[src/rtl/regfile_access_ctrl_pkg.sv]
// Shared definitions for the register-bank access controller: FSM encoding,
// default widths and the hardwired-zero register address.
package regfile_access_ctrl_pkg;

  localparam int DATA_W_DEF = 32;
  localparam int ADDR_W_DEF = 5;
  localparam int REG_ZERO   = 0;

  typedef enum logic [2:0] {
    ST_IDLE     = 3'd0,
    ST_READ     = 3'd1,
    ST_ISSUE    = 3'd2,
    ST_WAIT_RES = 3'd3,
    ST_WRITE    = 3'd4
  } state_t;

endpackage

[src/rtl/regfile_access_ctrl.sv]
// Sequences one decoded instruction through the register bank: operand read on
// ports A/B, hand-off to execute, then result writeback on port C.
//
//   state       | meaning
//   ST_IDLE     | ready for a new instruction
//   ST_READ     | ports A/B enabled, operands captured at the end of the cycle
//   ST_ISSUE    | operands presented to execute, waiting for op_ready
//   ST_WAIT_RES | waiting for the execute result
//   ST_WRITE    | single-cycle port C commit of the result
module regfile_access_ctrl
  import regfile_access_ctrl_pkg::*;
#(
  parameter int DATA_W   = DATA_W_DEF,
  parameter int ADDR_W   = ADDR_W_DEF,
  parameter bit WRITE_R0 = 1'b0
) (
  input  logic              clock,
  input  logic              reset,
  input  logic              instr_valid,
  output logic              instr_ready,
  input  logic [ADDR_W-1:0] instr_rs,
  input  logic [ADDR_W-1:0] instr_rt,
  input  logic [ADDR_W-1:0] instr_rd,
  input  logic              instr_wb,
  output logic              ena,
  output logic [ADDR_W-1:0] addra,
  input  logic [DATA_W-1:0] dataa,
  output logic              enb,
  output logic [ADDR_W-1:0] addrb,
  input  logic [DATA_W-1:0] datab,
  output logic              enc,
  output logic [ADDR_W-1:0] addrc,
  output logic [DATA_W-1:0] datac,
  output logic              op_valid,
  input  logic              op_ready,
  output logic [DATA_W-1:0] op_a,
  output logic [DATA_W-1:0] op_b,
  input  logic              res_valid,
  input  logic [DATA_W-1:0] res_data,
  output logic              busy
);

  state_t            state, state_nxt;
  logic [ADDR_W-1:0] rd_q, rd_nxt;
  logic              wb_q, wb_nxt;
  logic              ena_nxt, enb_nxt, enc_nxt, op_valid_nxt;
  logic [ADDR_W-1:0] addra_nxt, addrb_nxt, addrc_nxt;
  logic [DATA_W-1:0] datac_nxt, op_a_nxt, op_b_nxt;
  logic              wr_allowed;

  assign instr_ready = (state == ST_IDLE) && !reset;
  assign busy        = (state != ST_IDLE);
  assign wr_allowed  = WRITE_R0 || (rd_q != ADDR_W'(REG_ZERO));

  always_ff @(posedge clock) begin
    if (reset) begin
      state    <= ST_IDLE;
      rd_q     <= '0;
      wb_q     <= 1'b0;
      ena      <= 1'b0;
      enb      <= 1'b0;
      enc      <= 1'b0;
      addra    <= '0;
      addrb    <= '0;
      addrc    <= '0;
      datac    <= '0;
      op_valid <= 1'b0;
      op_a     <= '0;
      op_b     <= '0;
    end else begin
      state    <= state_nxt;
      rd_q     <= rd_nxt;
      wb_q     <= wb_nxt;
      ena      <= ena_nxt;
      enb      <= enb_nxt;
      enc      <= enc_nxt;
      addra    <= addra_nxt;
      addrb    <= addrb_nxt;
      addrc    <= addrc_nxt;
      datac    <= datac_nxt;
      op_valid <= op_valid_nxt;
      op_a     <= op_a_nxt;
      op_b     <= op_b_nxt;
    end
  end

  // Port enables default low so every enable is a single-cycle pulse.
  always_comb begin
    state_nxt    = state;
    rd_nxt       = rd_q;
    wb_nxt       = wb_q;
    ena_nxt      = 1'b0;
    enb_nxt      = 1'b0;
    enc_nxt      = 1'b0;
    addra_nxt    = addra;
    addrb_nxt    = addrb;
    addrc_nxt    = addrc;
    datac_nxt    = datac;
    op_valid_nxt = op_valid;
    op_a_nxt     = op_a;
    op_b_nxt     = op_b;
    unique case (state)
      ST_IDLE: begin
        if (instr_valid && instr_ready) begin
          rd_nxt    = instr_rd;
          wb_nxt    = instr_wb;
          addra_nxt = instr_rs;
          addrb_nxt = instr_rt;
          ena_nxt   = 1'b1;
          enb_nxt   = 1'b1;
          state_nxt = ST_READ;
        end
      end
      ST_READ: begin
        op_a_nxt     = dataa;
        op_b_nxt     = datab;
        op_valid_nxt = 1'b1;
        state_nxt    = ST_ISSUE;
      end
      ST_ISSUE: begin
        if (op_ready) begin
          op_valid_nxt = 1'b0;
          state_nxt    = wb_q ? ST_WAIT_RES : ST_IDLE;
        end
      end
      ST_WAIT_RES: begin
        if (res_valid) begin
          addrc_nxt = rd_q;
          datac_nxt = res_data;
          enc_nxt   = wr_allowed;
          state_nxt = ST_WRITE;
        end
      end
      ST_WRITE: begin
        state_nxt = ST_IDLE;
      end
      default: begin
        state_nxt = ST_IDLE;
      end
    endcase
  end

endmodule

[config.mk]
export PLATFORM = sky130hd
export DESIGN_NAME = regfile_access_ctrl
export DESIGN_NICKNAME = d
export VERILOG_FILES = /design/src/rtl/regfile_access_ctrl_pkg.sv /design/src/rtl/regfile_access_ctrl.sv
export SDC_FILE = /design/constraint.sdc
export NUM_CORES = 1
export LEC_CHECK = 0
export ABC_CLOCK_PERIOD_IN_PS = 1600
export BUFFER_PORTS_ARGS = -buffer_cell sky130_fd_sc_hd__buf_2
export CAP_MARGIN = 25
export CORE_UTILIZATION = 45
export CTS_BUF_LIST = sky130_fd_sc_hd__clkbuf_16
export CTS_CLUSTER_DIAMETER = 200
export CTS_CLUSTER_SIZE = 28
export DETAILED_ROUTE_END_ITERATION = 16
export GPL_TIMING_DRIVEN = 1
export PLACE_DENSITY = 0.81
export SYNTH_ARGS = -nofsm -noshare
export SYNTH_HDL_FRONTEND = slang
export SYNTH_SLANG_ARGS = --single-unit
export TNS_END_PERCENT = 20
[constraint.sdc]
create_clock -name clock -period 1.6 [get_ports clock]
set_clock_uncertainty 0.05 [all_clocks]
set_input_delay 0.24 -clock clock [delete_from_list [all_inputs] [get_ports clock]]
set_output_delay 0.24 -clock clock [all_outputs]
set_load 0.005 [all_outputs]
==> insert_results.sql <==
INSERT INTO impl_metrics (metric_group, metric, value, unit) VALUES
('sta', 'rsz0062_at_grt', 'true', ''),
('worst_setup_path', 'cp-start-kind', 'register', ''),
('routing', 'drt-wirelength-per-cell', '13.2', 'um'),
('floorplanning', 'ioPinCount', '234', ''),
('flow_run', 'max_cap_viol_count', '0', ''),
('worst_setup_path', 'worst_path_dominant_cell_family', 'flip-flops', ''),
('sta', 'fin_tns_setup', '-0.0189', 'ns'),
('place', 'place.detailed.hpwl', '7.81', 'mm'),
('worst_setup_path', 'worst-endpoint-arrival', '1.33', 'ns'),
('sta', 'worst_pin_slew', '0.576', 'ns'),
('worst_setup_path', 'required', '1.31', 'ns'),
('clock_tree', 'tritoncts_sink_count', '123', ''),
('floorplanning', 'floorplan.die.width', '102', 'um'),
('sta', 'post-route-min-period', '1.62', 'ns'),
('cells_and_area', 'layout.cells.most_common_list', '231 x sky130_fd_sc_hd__buf_2, 203 x sky130_fd_sc_hd__nand2_1, 120 x sky130_fd_sc_hd__dfxtp_1', ''),
('clock_tree', 'clk_latency', '0.39', 'ns'),
('global_routing', 'antenna_found_initial', '0', ''),
('place', 'place_ws', '0.0385', 'ns'),
('routing', 'drcViolationCount', '0', ''),
('cells_and_area', 'fillerInstances', '841', ''),
('floorplanning', 'floorplan.rows', '36', ''),
('clock_tree', 'clock_path_buffers', '2', ''),
('logic_synthesis', 'syn_area_per_cell', '8.56', 'um2'),
('logic_synthesis', 'synth_seq_area_share', '54.8', '%'),
('clock_tree', 'register_clock_pin_slew_on_the_reported_worst_setup_and_hold_paths', '0.05', 'ns'),
('sta', 'slew_violations', '0', ''),
('sta', 'hold_viol', '0', ''),
('clock_tree', 'cts_buffers', '17', ''),
('routing', 'routed_via_density', '4.79', ''),
('clock_tree', 'cts-root-buf', 'sky130_fd_sc_hd__clkbuf_16', ''),
('cells_and_area', 'layout_commonest_cell', 'sky130_fd_sc_hd__buf_2', ''),
('global_routing', 'globalRouteTotalUtil', '21.1', '%'),
('routing', 'drt-total-wl', '11.9', 'mm'),
('routing', 'drtAntennaViolNets', '0', ''),
('worst_setup_path', 'timing.critical_path.slowest_stage_cell', 'sky130_fd_sc_hd__dfxtp_4', ''),
('worst_hold_path', 'worst_hold_path_type', 'input port to register', ''),
('logic_synthesis', 'yosys_register_bits', '123', ''),
('floorplanning', 'die_height', '102', 'um'),
('sta', 'timing.max_slew.rel_slack', '61.6', '%'),
('pwr', 'powerDensity', '1490', 'mW/mm2'),
('worst_setup_path', 'timing.critical_path.buf_inv', '2', ''),
('cells_and_area', 'growth_of_design_area_from_synthesis_to_finish', '42.1', '%'),
('routing', 'routed-via-count', '4319', ''),
('cells_and_area', 'final_util', '65.7', '%'),
('global_routing', 'first_pass_grt_wire_length', '17.0', 'mm'),
('sta', 'final_min_period_over_clock_period', '101', '%'),
('cells_and_area', 'finalNetCount', '873', ''),
('sta', 'finalSetupViolations', '1', ''),
('place', 'buffer_ports.inserted', '233', ''),
('worst_setup_path', 'timing.critical_path.fanout_max', '3', ''),
('logic_synthesis', 'yosys.cell_types.count', '30', ''),
('floorplanning', 'floorplan.initialDensity', '46.2', '%'),
('worst_setup_path', 'crit_path_max_incr_delay', '0.36', 'ns'),
('pwr', 'max-vdd-ir-drop', '0.649', 'mV'),
('worst_setup_path', 'worst_setup_path_end_kind', 'output pin', ''),
('cells_and_area', 'layout-drive-gt1-share', '40.6', '%'),
('logic_synthesis', 'synthesis.instances', '525', ''),
('sta', 'timing.final.ws_setup', '-0.0189', 'ns'),
('logic_synthesis', 'syn-cell-area', '0.00450', 'mm2'),
('global_routing', 'globalRouteOverflowTotal', '0', ''),
('clock_tree', 'cts_hold_buffers', '0', ''),
('pwr', 'p_leak', '2.97', 'nW'),
('worst_setup_path', 'crit_path_cell_trace', 'buf_6 -> or3_1 -> buf_2', ''),
('global_routing', 'largest_net_degree_at_the_start_of_global_routing', '123', ''),
('routing', 'iteration_count_of_the_initial_detailed_routing_pass', '4', ''),
('cells_and_area', 'multiInputGateArea', '0.00182', 'mm2'),
('cells_and_area', 'antenna_cells', '0', ''),
('floorplanning', 'design.die.area', '0.0104', 'mm2'),
('routing', 'drtIter0Drc', '135', ''),
('global_routing', 'first_global_vias', '3748', ''),
('logic_synthesis', 'mappedNetlistNets', '642', ''),
('sta', 'max_clock_freq', '0.618', 'GHz'),
('floorplanning', 'core', '0.00973', 'mm2'),
('clock_tree', 'h-tree-depth', '4', ''),
('run_status', 'failed_checks', 'negative setup slack', ''),
('run_status', 'outcome', 'complete, but fails checks', ''),
('clock_tree', 'cts_tree', 'built', ''),
('place', 'gpl.final_weighted_congestion', '0.748', ''),
('cells_and_area', 'regArea', '0.00247', 'mm2'),
('logic_synthesis', 'synth.yosys.warnings', '0', ''),
('worst_setup_path', 'kind_of_critical_path', 'register to output pin', '');
==> flip-flops by register name (all words and copies together), names as in the netlist <==
name	cells
addrb	5
addra	5
enb	1
op_valid	1
op_a	32
wb_q	1
datac	32
addrc	5
rd_q	5
enc	1
state	3
op_b	32
==> metal layers <==
metal  share of wire, %  up-vias  GRT usage, %
li1                   -     2165             -
met5                  0        -             0
met4                1.1        0          7.25
met1                 40     1990          22.5
met2                 52      154          38.3
met3                6.9       10          7.87
==> power breakdown <==
group | switching (mW) | internal [mW]
Combinational | 1.25 | 1.11
Sequential | 0.228 | 3.53
Clock | 1.32 | 2.09
==> Yosys cell counts <==
| cell type | count | area (um2) |
|---|---|---|
| sky130_fd_sc_hd__nand4b_1 | 1 | 8.76 |
| sky130_fd_sc_hd__or3_1 | 2 | 12.5 |
| sky130_fd_sc_hd__and4b_1 | 1 | 10.0 |
| sky130_fd_sc_hd__clkbuf_1 | 13 | 48.8 |
| sky130_fd_sc_hd__buf_4 | 9 | 67.6 |
| sky130_fd_sc_hd__nor4_4 | 1 | 21.3 |
| sky130_fd_sc_hd__dfxtp_1 | 123 | 2460 |
| sky130_fd_sc_hd__inv_1 | 2 | 7.51 |
| sky130_fd_sc_hd__nand3_1 | 1 | 5.00 |
| sky130_fd_sc_hd__mux2_2 | 8 | 90.1 |
| sky130_fd_sc_hd__or4_1 | 1 | 7.51 |
| sky130_fd_sc_hd__o21a_1 | 1 | 7.51 |
| sky130_fd_sc_hd__a211oi_1 | 1 | 7.51 |
| sky130_fd_sc_hd__a21oi_1 | 102 | 510 |
| sky130_fd_sc_hd__nand2_4 | 1 | 11.3 |
| sky130_fd_sc_hd__nand2_1 | 204 | 766 |
| sky130_fd_sc_hd__mux2_4 | 9 | 135 |
| sky130_fd_sc_hd__a2bb2oi_1 | 1 | 8.76 |
| sky130_fd_sc_hd__o41ai_1 | 1 | 8.76 |
| sky130_fd_sc_hd__mux2i_1 | 1 | 10.0 |
| sky130_fd_sc_hd__buf_2 | 10 | 50.1 |
| sky130_fd_sc_hd__or3b_1 | 1 | 8.76 |
| sky130_fd_sc_hd__a221oi_1 | 1 | 8.76 |
| sky130_fd_sc_hd__o31ai_1 | 1 | 7.51 |
| sky130_fd_sc_hd__nor3b_1 | 1 | 7.51 |
| sky130_fd_sc_hd__nor2_1 | 3 | 11.3 |
| sky130_fd_sc_hd__and4bb_2 | 1 | 12.5 |
| sky130_fd_sc_hd__nor2b_1 | 16 | 100 |
| sky130_fd_sc_hd__buf_1 | 1 | 3.75 |
| sky130_fd_sc_hd__buf_6 | 7 | 78.8 |
==> path summary, 6_finish.rpt <==
| check | start | end | slack (ns) | cells after the start |
|---|---|---|---|---|
| worst max register to register | state[0]$_SDFFE_PP0P_ | op_a[27]$_SDFFE_PP0P_ | 0.01 | 5 |
| worst min register to register | datac[7]$_SDFFE_PP0P_ | datac[7]$_SDFFE_PP0P_ | 0.40 | 2 |
| worst min-delay path | instr_rd[2] | rd_q[2]$_SDFFE_PP0P_ | 0.02 | 2 |
| worst max-delay path | state[2]$_SDFFE_PP0P_ | busy | -0.02 | 3 |
==> repair_timing <==
item,4_1_cts,5_1_grt
gates cloned,0,2
resized for setup,10,9
setup endpoints to repair,2,40
pin swaps,2,1
buffers inserted,4,3
==> worst register-to-register path, cell delays in order (launching register included) <==
cell	delay, ns
sky130_fd_sc_hd__dfxtp_4	0.34
sky130_fd_sc_hd__buf_4	0.13
sky130_fd_sc_hd__or3b_2	0.49
sky130_fd_sc_hd__buf_12	0.21
sky130_fd_sc_hd__nand2_1	0.15
sky130_fd_sc_hd__a21oi_1	0.07
==> final cells by class <==
class / count / share of cell area [%]
well taps: 133 / 2.60
repair buffers: 252 / 21.8
flip-flops and latches: 123 / 38.7
multi-input cells: 360 / 28.4
clock inverters: 15 / 1.72
inverters: 2 / 0.117
clock buffers: 17 / 6.66
==> per-stage QoR <==
step	hold slack [ns]	instance area (um2)	std cells	power, mW
finish	0.0189	6390	902	9.52
global route	0.00524	6390	902	10.0
CTS	0.000983	6310	897	9.42
detailed placement	0.393	5710	861	5.92
floorplan	0.326	4500	525	5.15
global placement	0.388	5710	861	5.82
==> cell families (layout without fill, tap and decap cells) <==
kind of cell           Yosys count  count (layout)  share of synthesized area (%)
AO/OA/AOI/OAI                  108             108                           12.4
flip-flops                     123             123                           54.8
buffers and inverters           42             286                           5.71
multiplexers                    18              18                           5.23
AND/OR/NAND/NOR                234             234                           21.8
Note: power is estimated with default switching activity, not from simulation.
